--- config.mk ---
export PLATFORM = sky130hd
export DESIGN_NAME = enum_word_assembler
export DESIGN_NICKNAME = d
export VERILOG_FILES = /design/src/rtl/enum_word_assembler.sv
export SDC_FILE = /design/constraint.sdc
export NUM_CORES = 1
export LEC_CHECK = 0
export BUFFER_PORTS_ARGS = -buffer_cell sky130_fd_sc_hd__buf_2
export CAP_MARGIN = 5
export CORE_ASPECT_RATIO = 0.5
export CORE_MARGIN = 10
export CORE_UTILIZATION = 60
export DETAILED_ROUTE_END_ITERATION = 8
export GPL_TIMING_DRIVEN = 0
export PLACE_DENSITY = 0.84
export SLEW_MARGIN = 20
export SYNTH_ARGS = -nofsm -noshare
export SYNTH_HDL_FRONTEND = slang
export SYNTH_SLANG_ARGS = --single-unit
--- constraint.sdc ---
create_clock -name clk -period 4.1 [get_ports clk]
set_input_delay 0.82 -clock clk [delete_from_list [all_inputs] [get_ports clk]]
set_output_delay 0.82 -clock clk [all_outputs]
set_load 0.01 [all_outputs]
--- src/rtl/enum_word_assembler.sv ---
// Byte-stream to word assembler.
// Collects a framed byte stream (least-significant byte first) into one
// DATA_W-bit word and presents it on a valid/ready output that stays stable
// until the consumer accepts it. Framing errors drop the partial word,
// raise a one-cycle pulse and bump a saturating error counter.
module enum_word_assembler #(
  parameter  int WORD_BYTES = 4,
  parameter  int ERR_CNT_W  = 8,
  localparam int DATA_W     = 8 * WORD_BYTES
) (
  input  logic                 clk,
  input  logic                 reset,
  input  logic [7:0]           in_byte,
  input  logic                 in_valid,
  input  logic                 in_sof,
  output logic                 in_ready,
  output logic [DATA_W-1:0]    out_word,
  output logic                 out_valid,
  input  logic                 out_ready,
  output logic                 err_pulse,
  output logic [ERR_CNT_W-1:0] err_count
);

  localparam int CNT_W = (WORD_BYTES > 2) ? $clog2(WORD_BYTES) : 1;
  localparam logic [CNT_W-1:0] LAST_LANE = CNT_W'(WORD_BYTES - 1);

  typedef enum logic [7:0] {
    ST_INITIAL = 8'd0,
    ST_COLLECT = 8'd1,
    ST_HOLD    = 8'd2
  } state_e;

  state_e                 fsm_state_q, fsm_state_d;
  logic [CNT_W-1:0]       byte_cnt_q, byte_cnt_d;
  logic [DATA_W-1:0]      partial_q, partial_d;
  logic [DATA_W-1:0]      out_word_q, out_word_d;
  logic                   out_valid_q, out_valid_d;
  logic                   err_pulse_q, err_pulse_d;
  logic [ERR_CNT_W-1:0]   err_count_q, err_count_d;

  logic [DATA_W-1:0]      lane_word;
  logic                   err_hit;

  // Bytes are only taken while collecting; INITIAL and HOLD stall the sender.
  assign in_ready  = (fsm_state_q == ST_COLLECT);
  assign out_word  = out_word_q;
  assign out_valid = out_valid_q;
  assign err_pulse = err_pulse_q;
  assign err_count = err_count_q;

  // Next-state, lane write, framing check and error counter update.
  always_comb begin
    // NOTE: every signal assigned here gets a default first, so no path can
    // leave it unassigned and infer a latch.
    fsm_state_d = fsm_state_q;
    byte_cnt_d  = byte_cnt_q;
    partial_d   = partial_q;
    out_word_d  = out_word_q;
    out_valid_d = out_valid_q;
    err_count_d = err_count_q;
    err_hit     = 1'b0;

    // Partial word with the incoming byte dropped into the current lane.
    lane_word = partial_q;
    lane_word[8*int'(byte_cnt_q) +: 8] = in_byte;

    case (fsm_state_q)
      ST_INITIAL: fsm_state_d = ST_COLLECT;

      ST_COLLECT: begin
        if (in_valid) begin
          if (in_sof) begin
            // A start byte always opens a fresh word; mid-word it is an error.
            err_hit    = (byte_cnt_q != '0);
            partial_d  = {{(DATA_W-8){1'b0}}, in_byte};
            byte_cnt_d = CNT_W'(1);
          end else if (byte_cnt_q == '0) begin
            // Orphan byte with no start of frame: drop it.
            err_hit = 1'b1;
          end else if (byte_cnt_q == LAST_LANE) begin
            out_word_d  = lane_word;
            out_valid_d = 1'b1;
            byte_cnt_d  = '0;
            partial_d   = '0;
            fsm_state_d = ST_HOLD;
          end else begin
            partial_d  = lane_word;
            byte_cnt_d = byte_cnt_q + CNT_W'(1);
          end
        end
      end

      ST_HOLD: begin
        if (out_ready) begin
          out_valid_d = 1'b0;
          fsm_state_d = ST_COLLECT;
        end
      end

      default: fsm_state_d = ST_INITIAL;
    endcase

    err_pulse_d = err_hit;
    if (err_hit && (err_count_q != '1)) begin
      err_count_d = err_count_q + ERR_CNT_W'(1);
    end
  end

  // State and output registers; reset clears everything, including a pending word.
  always_ff @(posedge clk or negedge reset) begin
    if (!reset) begin
      // NOTE: the partial-word register is reset too, so a word cut short by
      // reset can never leak into the next one.
      fsm_state_q <= ST_INITIAL;
      byte_cnt_q  <= '0;
      partial_q   <= '0;
      out_word_q  <= '0;
      out_valid_q <= 1'b0;
      err_pulse_q <= 1'b0;
      err_count_q <= '0;
    end else begin
      // NOTE: non-blocking assignments so every flop samples the pre-edge values.
      fsm_state_q <= fsm_state_d;
      byte_cnt_q  <= byte_cnt_d;
      partial_q   <= partial_d;
      out_word_q  <= out_word_d;
      out_valid_q <= out_valid_d;
      err_pulse_q <= err_pulse_d;
      err_count_q <= err_count_d;
    end
  end

endmodule

# Yosys cells after proc, flatten, opt, wreduce, memory -nomap -nowiden
# Index checks and enable logic that the tools add are counted.
# Widths: inputs -> output; s select.
dict set report op_classes {
  shift 2
  bitwise_logic 2
  n_reduce_logical 9
  eq_ne 10
  n_addsub 3
  muxes 23
}
# op count
set ops {}
lappend ops {{$mux 32} 3}
lappend ops {{$mux 8} 5}
lappend ops {{$neg 5->33} 1}
lappend ops {{$shift 8x33->32 const A} 1}
lappend ops {{$shiftx 8x33->32} 1}
lappend ops {{$bwmux 32} 1}
lappend ops {{$pmux 8 s3} 1}
lappend ops {{$ne 2x2->1 const B} 5}
lappend ops {{$reduce_and 5->1} 2}
lappend ops {{$mux 1} 9}
lappend ops {{$add 8x1->8 const B} 1}
lappend ops {{$eq 8x1->1 const B} 1}
lappend ops {{$eq 8x2->1 const B} 1}
lappend ops {{$logic_not 8->1} 1}
lappend ops {{$ne 8x8->1 const B} 1}
lappend ops {{$mux 2} 3}
lappend ops {{$reduce_and 6->1} 1}
lappend ops {{$reduce_bool 2->1} 2}
lappend ops {{$reduce_and 3->1} 1}
lappend ops {{$add 2x1->2 const B} 1}
lappend ops {{$eq 2x2->1 const B} 1}
lappend ops {{$logic_not 2->1} 1}
lappend ops {{$ne 2x1->1 const B} 1}
lappend ops {{$not 1->1} 2}
lappend ops {{other kinds (2)} 2}
dict set report word_totals {
  wordCells 56
  ff_bits 84
  out_inout_bits 43
  input_bits 13
}

# Depth between registers and ports, before layout
# Gate-level depths: netlist (run 1).
dict set report logic_depth {
  depth_word 6
  mapped_depth 9
  ltp_nobuf 8
}

# Least setup slack after synthesis (run 1)
# No wires, ideal clock.
dict set report synth_timing {
  path_kind {input port to flip-flop}
  start {in in_sof}
  end {reg err_count_q[5] (netlist: err_count[5])}
  setup_ns 0.079
  required_time_ns 4.021
  arrival_time_ns 2.000
  stages 7
  setup_slack_ns 2.021
  n_path_buf 1
  cell_sequence {inv_1 -> ha_1 -> and4b_1 -> clkbuf_1 -> o21ai_2 -> nor3_1 -> xor2_1}
}
dict set report synth_between {
  elab_chain_cells 4
}
# element line_no
set synth_rtl {}
lappend synth_rtl {{from (decl)} 15} ;# input logic in_sof,
lappend synth_rtl {{$mux 1} 72} ;# if (in_sof) begin
lappend synth_rtl {{$mux 1} 71} ;# if (in_valid) begin
lappend synth_rtl {{$mux 1} 67} ;# case (fsm_state_q)
lappend synth_rtl {{net err_hit} 42} ;# logic err_hit;
lappend synth_rtl {{$logic_and 1x1->1} 104} ;# if (err_hit && (err_count_q != '1)) begin
lappend synth_rtl {{to (signal assigned)} 129} ;# err_count_q <= err_count_d;
lappend synth_rtl {{to (decl)} 39} ;# logic [ERR_CNT_W-1:0] err_count_q, err_count_d;
# The timed path passes the listed nets, and every way through them passes these cells.
# A chain may end at the register's enable or synchronous reset.

# Worst setup path in the final report (run 1)
dict set report layout_timing {
  start {reg byte_cnt_q[0]}
  end {reg partial_q[1]}
}
dict set report layout_between {
  elab_chain_cells 6
}
# element line_no
set layout_rtl {}
lappend layout_rtl {{from (decl)} 34} ;# logic [CNT_W-1:0] byte_cnt_q, byte_cnt_d;
lappend layout_rtl {{from (signal assigned)} 124} ;# byte_cnt_q <= byte_cnt_d;
lappend layout_rtl {{$neg 5->33} 65} ;# lane_word[8*int'(byte_cnt_q) +: 8] = in_byte;
lappend layout_rtl {{$shiftx 8x33->32 / $shift 8x33->32 (equally long branches)} 65}
lappend layout_rtl {{$bwmux 32} 65}
lappend layout_rtl {{$mux 32} 80} ;# end else if (byte_cnt_q == LAST_LANE) begin
lappend layout_rtl {{$mux 32} 77} ;# end else if (byte_cnt_q == '0) begin
lappend layout_rtl {{$mux 32} 72}
lappend layout_rtl {{to (signal assigned)} 125} ;# partial_q <= partial_d;
lappend layout_rtl {{to (decl)} 35} ;# logic [DATA_W-1:0] partial_q, partial_d;
# Several ways; a longest one is shown, not always the timed one. The select of a mux whose other input is x is not followed.

==> results.md, run 1 <==
* Run status: completed
* Post-layout minimum cycle time at 2.30 ns
* Largest driver fanout on the critical path at 9
* Final net count at 432
* Iteration-0 DRC count of the detailed router at 309
* Max-slew violation count at 0
* Headroom to the max-slew limit at 0.634
* Synth unique cells at 40
* Hold Worst Slack at 0.408 ns
* Main flop type after synthesis: dfrtp_1
* Post-synthesis net count at 373
* Crit path launch type: register
* Die height at 74.9 um
* Static power due to leakage at 2.08 nW
* Total I/O pin count at 56
* Synthesized flop and latch total at 78
* Arrival time worst endpoint at 2.56 ns
* Worst reg-to-reg setup slack at 1.80 ns
* Number of max-cap violations at 0
* Proportion of layout cells with a drive suffix above 1 at 0.205
* Port-buffer cells at 47
* Post-route ant nets at 0
* Critical path endpoint category: register
* Total via count after detailed routing at 2,965
* Filler Cell Count at 374
* Biggest area consumer among synthesized cells: dfrtp_1
* Sequential cell area at 1950 sq um
* Post-CTS Repair Setup Buffers at 0
* Cell area reported after detailed placement at 3970 sq um
* Average wire length per cell after detail routing at 18.8 um
* Clock Sinks at 78
* Instance count of the mapped netlist at 352
* Post-cts hold buffer count at 0
* Sequential Power Share at 0.379
* Slew at the pin closest to its max-slew limit at 0.547 ns
* Remaining routing DRC violations at 0
* Routed via count divided by cell count at 6.08
* Worst setup path category: register to register
* Global route total overflow at 0
* Syn. warnings at 0
* Post-synthesis instance area at 3610 sq um
* Die area at 9720 sq um
* Clock network fraction of design power at 0.310
* TritonCTS clock tree: built
* Pin count of the biggest net entering global routing at 51
* Max Buffers Root-to-Sink at 2
* Cell row count at 19
* Initial Utilization at 0.639
* Cell types with the highest counts after synthesis: dfrtp_1, a21oi_1, o21ai_0, nand2_1, nor2b_1
* Non-filler instance count after layout at 488
* Area taken by multi-input logic gates at 1500 sq um
* Destination of the critical timing path: partial_q[1]
* Worst Reg-to-Reg Cells at 6
* RSZ-0062 raised after global routing: no
* Number of flops mapped to enable cells by yosys at 0
* Min-Delay Path Class: input port to asynchronous set/reset pin
* Synth-to-Final Area Change at 19.2%
* Relative contribution of combinational cells to total power at 0.311
* Area fraction of the dominant cell type after synthesis at 0.540
* Clk_skew at 0.00672 ns
* Power dissipated by switching net loads at 0.00100 W
* Critical path origin: byte_cnt_q[0]
* Hold Violations, Final at 0
* Share of synthesized flip-flops with an asynchronous set or reset at 1.00
* Number of gates resized after cts at 0
* Final setup fails at 0
* Clock Root Buffer: clkbuf_16
* Floorplan Core Area at 5660 sq um
* Insertion delay of the later-clocked pin in the worst-skew pair at 0.34 ns
* Power per standard cell area at 675 nW/um^2
* Post-layout total power at 0.00291 W
* Mean instance size in the synthesized netlist at 10.3 sq um
* Num CTS Buffers at 9
* Register area share after synthesis at 0.540
* Number of detailed-route iterations in the first pass at 6
* Die extent in x at 130 um
* Number of placed instances, taps included at 473
* Maximum VDD drop at 0.407 mV
* Launch instance of the worst register-to-register path: byte_cnt_q[0]
* Most frequent cell after synthesis: dfrtp_1
* Clock transition at path regs at 0.06 ns
* All-Layer GR Usage at 0.197
* Wire length of the first global-routing pass at 14.8 mm
* Number of levels the H-tree was split into at 3
* Via count of the first global-routing pass at 2,966
* Capture instance of the worst register-to-register path: partial_q[1]
* Cell internal power dissipation at 0.00191 W
* Antenna violations before repair at 0
* Upper clock frequency limit at 434 MHz
* Endpoint required time on the critical path at 4.36 ns
* Final wirelength at 9.17 mm
* Fraction of power spent switching nets at 0.344
* Setup TNS Final at 0 ns
* Number of diodes added for antenna fixing at 0
* Design area at 4310 sq um
* Leading post-synthesis cells by cell area: dfrtp_1, a22o_1, a21oi_1
* DP HPWL at 6.44 mm
* Final period utilization at 0.562
* Final GP Congestion at 0.834
==> layout make-up <==
class,count,share of cell area
Timing Repair Buffer,48,0.0616
Tap cell,73,0.0212
Buffer,24,0.0322
Clock inverter,6,0.0258
Sequential cell,78,0.453
Inverter,7,0.00610
Clock buffer,9,0.0523
Multi-Input combinational cell,243,0.348
==> how the worst min path moves through the flow <==
| stage | start | endpoint | slack, ns | cells after the start |
|---|---|---|---|---|
| 2_1_floorplan | partial_q[10] | partial_q[10] | 0.46 | 1 |
| 3_3_place_gp | out_word[25] | out_word[25] | 0.46 | 2 |
| 3_5_place_dp | out_word[8] | out_word[8] | 0.47 | 2 |
| 4_1_cts | reset | out_valid | 0.42 | 1 |
| 5_1_grt | reset | err_count[1] | 0.42 | 1 |
| 6_report | reset | out_valid | 0.41 | 1 |
==> worst max-delay path: stages (launching register included) <==
cell	delay [ns]
dfrtp_1	0.52
inv_1	0.15
ha_1	0.39
nor3b_2	0.50
a31oi_1	0.19
or3_1	0.35
a21oi_1	0.13
==> placed cells by master (no fill, tap or decap), drive strengths merged, types with 2 or more instances in the layout <==
cell / instances
clkbuf: 16
a21oi: 40
xor2: 2
buf: 65
or3: 3
mux2: 2
and3b: 2
clkinv: 2
ha: 8
a22oi: 4
nor3: 3
o21ai: 44
nand3: 7
dfrtp: 78
and3: 8
xnor2: 3
a22o: 24
bufinv: 3
nor2b: 33
a31oi: 4
inv: 7
nand4: 2
nand2: 35
nor2: 10
==> metrics by stage <==
stage           util  worst slack (ns)
6_report       0.761              1.80
5_1_grt        0.761              1.64
4_1_cts        0.761              1.83
3_5_place_dp   0.702              1.70
3_3_place_gp   0.697              1.74
2_1_floorplan      -              2.02
==> registers in the layout, summed over array words and instances (netlist names) <==
signal       count
err_count        8
out_word        32
partial_q       32
err_pulse        1
fsm_state_q      2
out_valid        1
byte_cnt_q       2
==> cells by family (layout without fill, tap and decap cells) <==
kind of cell	count (synthesis)	after routing	share of synthesized area
flip-flops	78	78	0.540
XOR/XNOR	5	5	0.0121
buffers and inverters	31	94	0.0457
multiplexers	2	2	0.00623
AND/OR/NAND/NOR	108	108	0.162
adder cells (fa/ha/maj)	8	8	0.0277
AO/OA/AOI/OAI	120	120	0.206
==> routing by layer <==
metal  GRT usage  vias up  wire length, um
met5           0        -                0
met4      0.0916        0              182
met3      0.0841       21              942
met2       0.312      132             4170
met1       0.232     1458             3870
li1            -     1354                -
==> power groups by stage <==
stage          combinational (W)  clock [W]  sequential (W)
2_1_floorplan           0.000534          0         0.00114
3_3_place_gp            0.000845          0         0.00109
3_5_place_dp            0.000894          0         0.00111
4_1_cts                 0.000905   0.000908         0.00110
5_1_grt                  0.00101   0.000938         0.00112
6_report                0.000905   0.000901         0.00110
Power figures use the tool's default switching activity.
==> inputs of run 2 (changes only) <==
Settings changed: ABC_AREA set to 1, CORE_UTILIZATION 60 to 51, PLACE_DENSITY 0.84 to 0.75.
Clock period 4.1 ns to 2 ns, I/O delays scaled along.
==> results.md, run 2 <==
* Leading post-synthesis cells by cell area: dfrtp_1, nand2_1, inv_1 (was dfrtp_1, a22o_1, a21oi_1)
* Final period utilization at 0.944 (was 0.562)
* Hold Worst Slack at 0.346 ns (was 0.408 ns)
* Die extent in x at 142 um (was 130 um)
* Post-layout total power at 0.00595 W (was 0.00291 W)
* Iteration-0 DRC count of the detailed router at 201 (was 309)
* Final GP Congestion at 0.897 (was 0.834)
* Cell area reported after detailed placement at 4210 sq um (was 3970 sq um)
* Die area at 11,500 sq um (was 9720 sq um)
* Slew at the pin closest to its max-slew limit at 0.470 ns (was 0.547 ns)
* Setup TNS Final at 0 ns (unchanged)
* RSZ-0062 raised after global routing: no (unchanged)
* Mean instance size in the synthesized netlist at 7.70 sq um (was 10.3 sq um)
* Clock Sinks at 78 (unchanged)
* Post-synthesis instance area at 3780 sq um (was 3610 sq um)
* Floorplan Core Area at 7270 sq um (was 5660 sq um)
* Main flop type after synthesis: dfrtp_1 (unchanged)
* Num CTS Buffers at 9 (unchanged)
* Worst Reg-to-Reg Cells at 9 (was 6)
* Instance count of the mapped netlist at 491 (was 352)
* Critical path endpoint category: register (unchanged)
* Final net count at 582 (was 432)
* Clock Root Buffer: clkbuf_16 (unchanged)
* Hold Path Depth at 4
* Port-buffer cells at 55 (was 47)
* Pin count of the biggest net entering global routing at 56 (was 51)
* Worst setup path category: register to register (unchanged)
* Cell row count at 22 (was 19)
* Clk_skew at 0.00654 ns (was 0.00672 ns)
* Biggest area consumer among synthesized cells: dfrtp_1 (unchanged)
* Maximum VDD drop at 0.630 mV (was 0.407 mV)
* Number of diodes added for antenna fixing at 0 (unchanged)
* Die height at 80.9 um (was 74.9 um)
* Power per standard cell area at 1280 nW/um^2 (was 675 nW/um^2)
* Min-Delay Path Class: input port to register (was input port to asynchronous set/reset pin)
* Average wire length per cell after detail routing at 14.1 um (was 18.8 um)
* Synth-to-Final Area Change at 23.5% (was 19.2%)
* Static power due to leakage at 2.62 nW (was 2.08 nW)
* Post-route ant nets at 0 (unchanged)
* Insertion delay of the later-clocked pin in the worst-skew pair at 0.35 ns (was 0.34 ns)
* Headroom to the max-slew limit at 0.687 (was 0.634)
* Clock transition at path regs at 0.06 ns (about the same)
* Leading cell type in the layout, fill and taps excluded: nand2_1 (was dfrtp_1)
* Synth unique cells at 26 (was 40)
* Number of flops mapped to enable cells by yosys at 0 (unchanged)
* Number of detailed-route iterations in the first pass at 4 (was 6)
* DP HPWL at 6.72 mm (was 6.44 mm)
* Max Buffers Root-to-Sink at 2 (unchanged)
* Hold Violations, Final at 0 (unchanged)
* Largest driver fanout on the critical path at 10 (was 9)
* Global route total overflow at 0 (unchanged)
* Syn. warnings at 0 (unchanged)
* Arrival time worst endpoint at 2.17 ns (was 2.56 ns)
* Share of synthesized flip-flops with an asynchronous set or reset at 1.00 (unchanged)
* Initial Utilization at 0.520 (was 0.639)
* Endpoint required time on the critical path at 2.28 ns (was 4.36 ns)
* Worst reg-to-reg setup slack at 0.11 ns (was 1.80 ns)
* Design area at 4670 sq um (was 4310 sq um)
* Crit path launch type: register (unchanged)
* Upper clock frequency limit at 530 MHz (was 434 MHz)
* TritonCTS clock tree: built (unchanged)
* Post-layout minimum cycle time at 1.89 ns (was 2.30 ns)
* Remaining routing DRC violations at 0 (unchanged)
* Total via count after detailed routing at 3,309 (was 2,965)
* Number of max-cap violations at 0 (unchanged)
* Proportion of layout cells with a drive suffix above 1 at 0.203 (was 0.205)
* Finished Core Util at 0.642 (was 0.761)
* Register area share after synthesis at 0.516 (was 0.540)
* All-Layer GR Usage at 0.171 (was 0.197)
* Synthesized flop and latch total at 78 (unchanged)
* Final setup fails at 0 (unchanged)
* Most frequent cells in the layout: nand2_1, dfrtp_1, buf_2 (was dfrtp_1, buf_2, a21oi_1)
* Total I/O pin count at 56 (unchanged)
* Post-synthesis net count at 512 (was 373)
* Max-slew violation count at 0 (unchanged)
* Final wirelength at 9.37 mm (was 9.17 mm)
* Routed via count divided by cell count at 5.00 (was 6.08)
* Cell types with the highest counts after synthesis: nand2_1, dfrtp_1, inv_1, nor2_1, o22ai_1 (was dfrtp_1, a21oi_1, o21ai_0, nand2_1, nor2b_1)
* Most frequent cell after synthesis: nand2_1 (was dfrtp_1)
* Via count of the first global-routing pass at 3,214 (was 2,966)
* Run status: completed (unchanged)
* Area fraction of the dominant cell type after synthesis at 0.516 (was 0.540)
* Wire length of the first global-routing pass at 15.5 mm (was 14.8 mm)
* Number of levels the H-tree was split into at 3 (unchanged)
* Antenna violations before repair at 0 (unchanged)
==> run 2: changes by cell type after synthesis, sizes merged, moves of 4 or more <==
| cell | before | now |
|---|---|---|
| nor2b | 33 | 0 |
| inv | 7 | 48 |
| nand4 | 2 | 11 |
| a21oi | 40 | 3 |
| nand3 | 7 | 14 |
| a22oi | 4 | 0 |
| nand2 | 35 | 236 |
| and3 | 8 | 0 |
| nor2 | 10 | 34 |
| buf | 17 | 12 |
| o21ai | 44 | 13 |
| o22ai | 0 | 21 |
| a22o | 24 | 0 |
==> run 2: final timing paths <==
| path | startpoint | endpoint |
|---|---|---|
| worst max-delay path | byte_cnt_q[0] | out_word[12] |
| worst min-delay path | out_ready | fsm_state_q[1] |
| worst max register to register | byte_cnt_q[0] | out_word[12] |
| worst min register to register | out_word[9] | out_word[9] |
| max in group asynchronous | reset | partial_q[3] |
| min in group asynchronous | reset | out_word[28] |
==> run 2: timing repair <==
| action | in CTS | in global routing |
|---|---|---|
| gates resized for setup | 13 | 18 |
| hold buffers | 1 | 0 |
| setup endpoints to repair | 59 | 74 |
| setup buffers | 2 | 0 |
| pin swaps | 1 | 1 |
| hold endpoints to repair | 23 | 0 |
==> run 2: stage by stage <==
step | instances | setup WS, ns
floorplan | 491 | 0.212
global placement | 642 | -0.117
detailed placement | 643 | -0.170
CTS | 662 | -0.0177
global route | 662 | 0.00334
finish | 662 | 0.113
==> run 2: layout make-up <==
type	count	area (sq um)
tap	96	120
inverter	48	180
fill	661	2600
timing repair buffer	59	330
clock buffer	11	253
buffer	18	126
multi-input combinational	347	1620
sequential	78	1950
clock inverter	5	81.3
==> run 2: per-layer routing <==
layer / track usage / share of wire
met4: 0.0832 / 0.016
met5: 0 / 0
met3: 0.0611 / 0.078
met2: 0.260 / 0.45
met1: 0.216 / 0.45
==> run 2: power breakdown <==
part | switching [W] | leakage, nW | internal [W]
combinational | 0.00132 | 1.41 | 0.000717
sequential | 0.000200 | 1.05 | 0.00192
clock | 0.000642 | 0.162 | 0.00116
total | 0.00216 | 2.62 | 0.00379
==> run 2: logic make-up after synthesis <==
family                   share of synthesized area
AND/OR/NAND/NOR                              0.317
flip-flops                                   0.516
buffers and inverters                       0.0732
AO/OA/AOI/OAI                               0.0576
adder cells (fa/ha/maj)                     0.0265
XOR/XNOR                                   0.00927
==> run 2: worst max-delay path: stages (launching register included) <==
cell      delay [ns]
dfrtp_2         0.42
buf_6           0.15
inv_2           0.07
ha_1            0.19
clkbuf_4        0.19
inv_2           0.15
nand3_2         0.22
o22ai_1         0.26
nand2_1         0.09
nand2_1         0.07
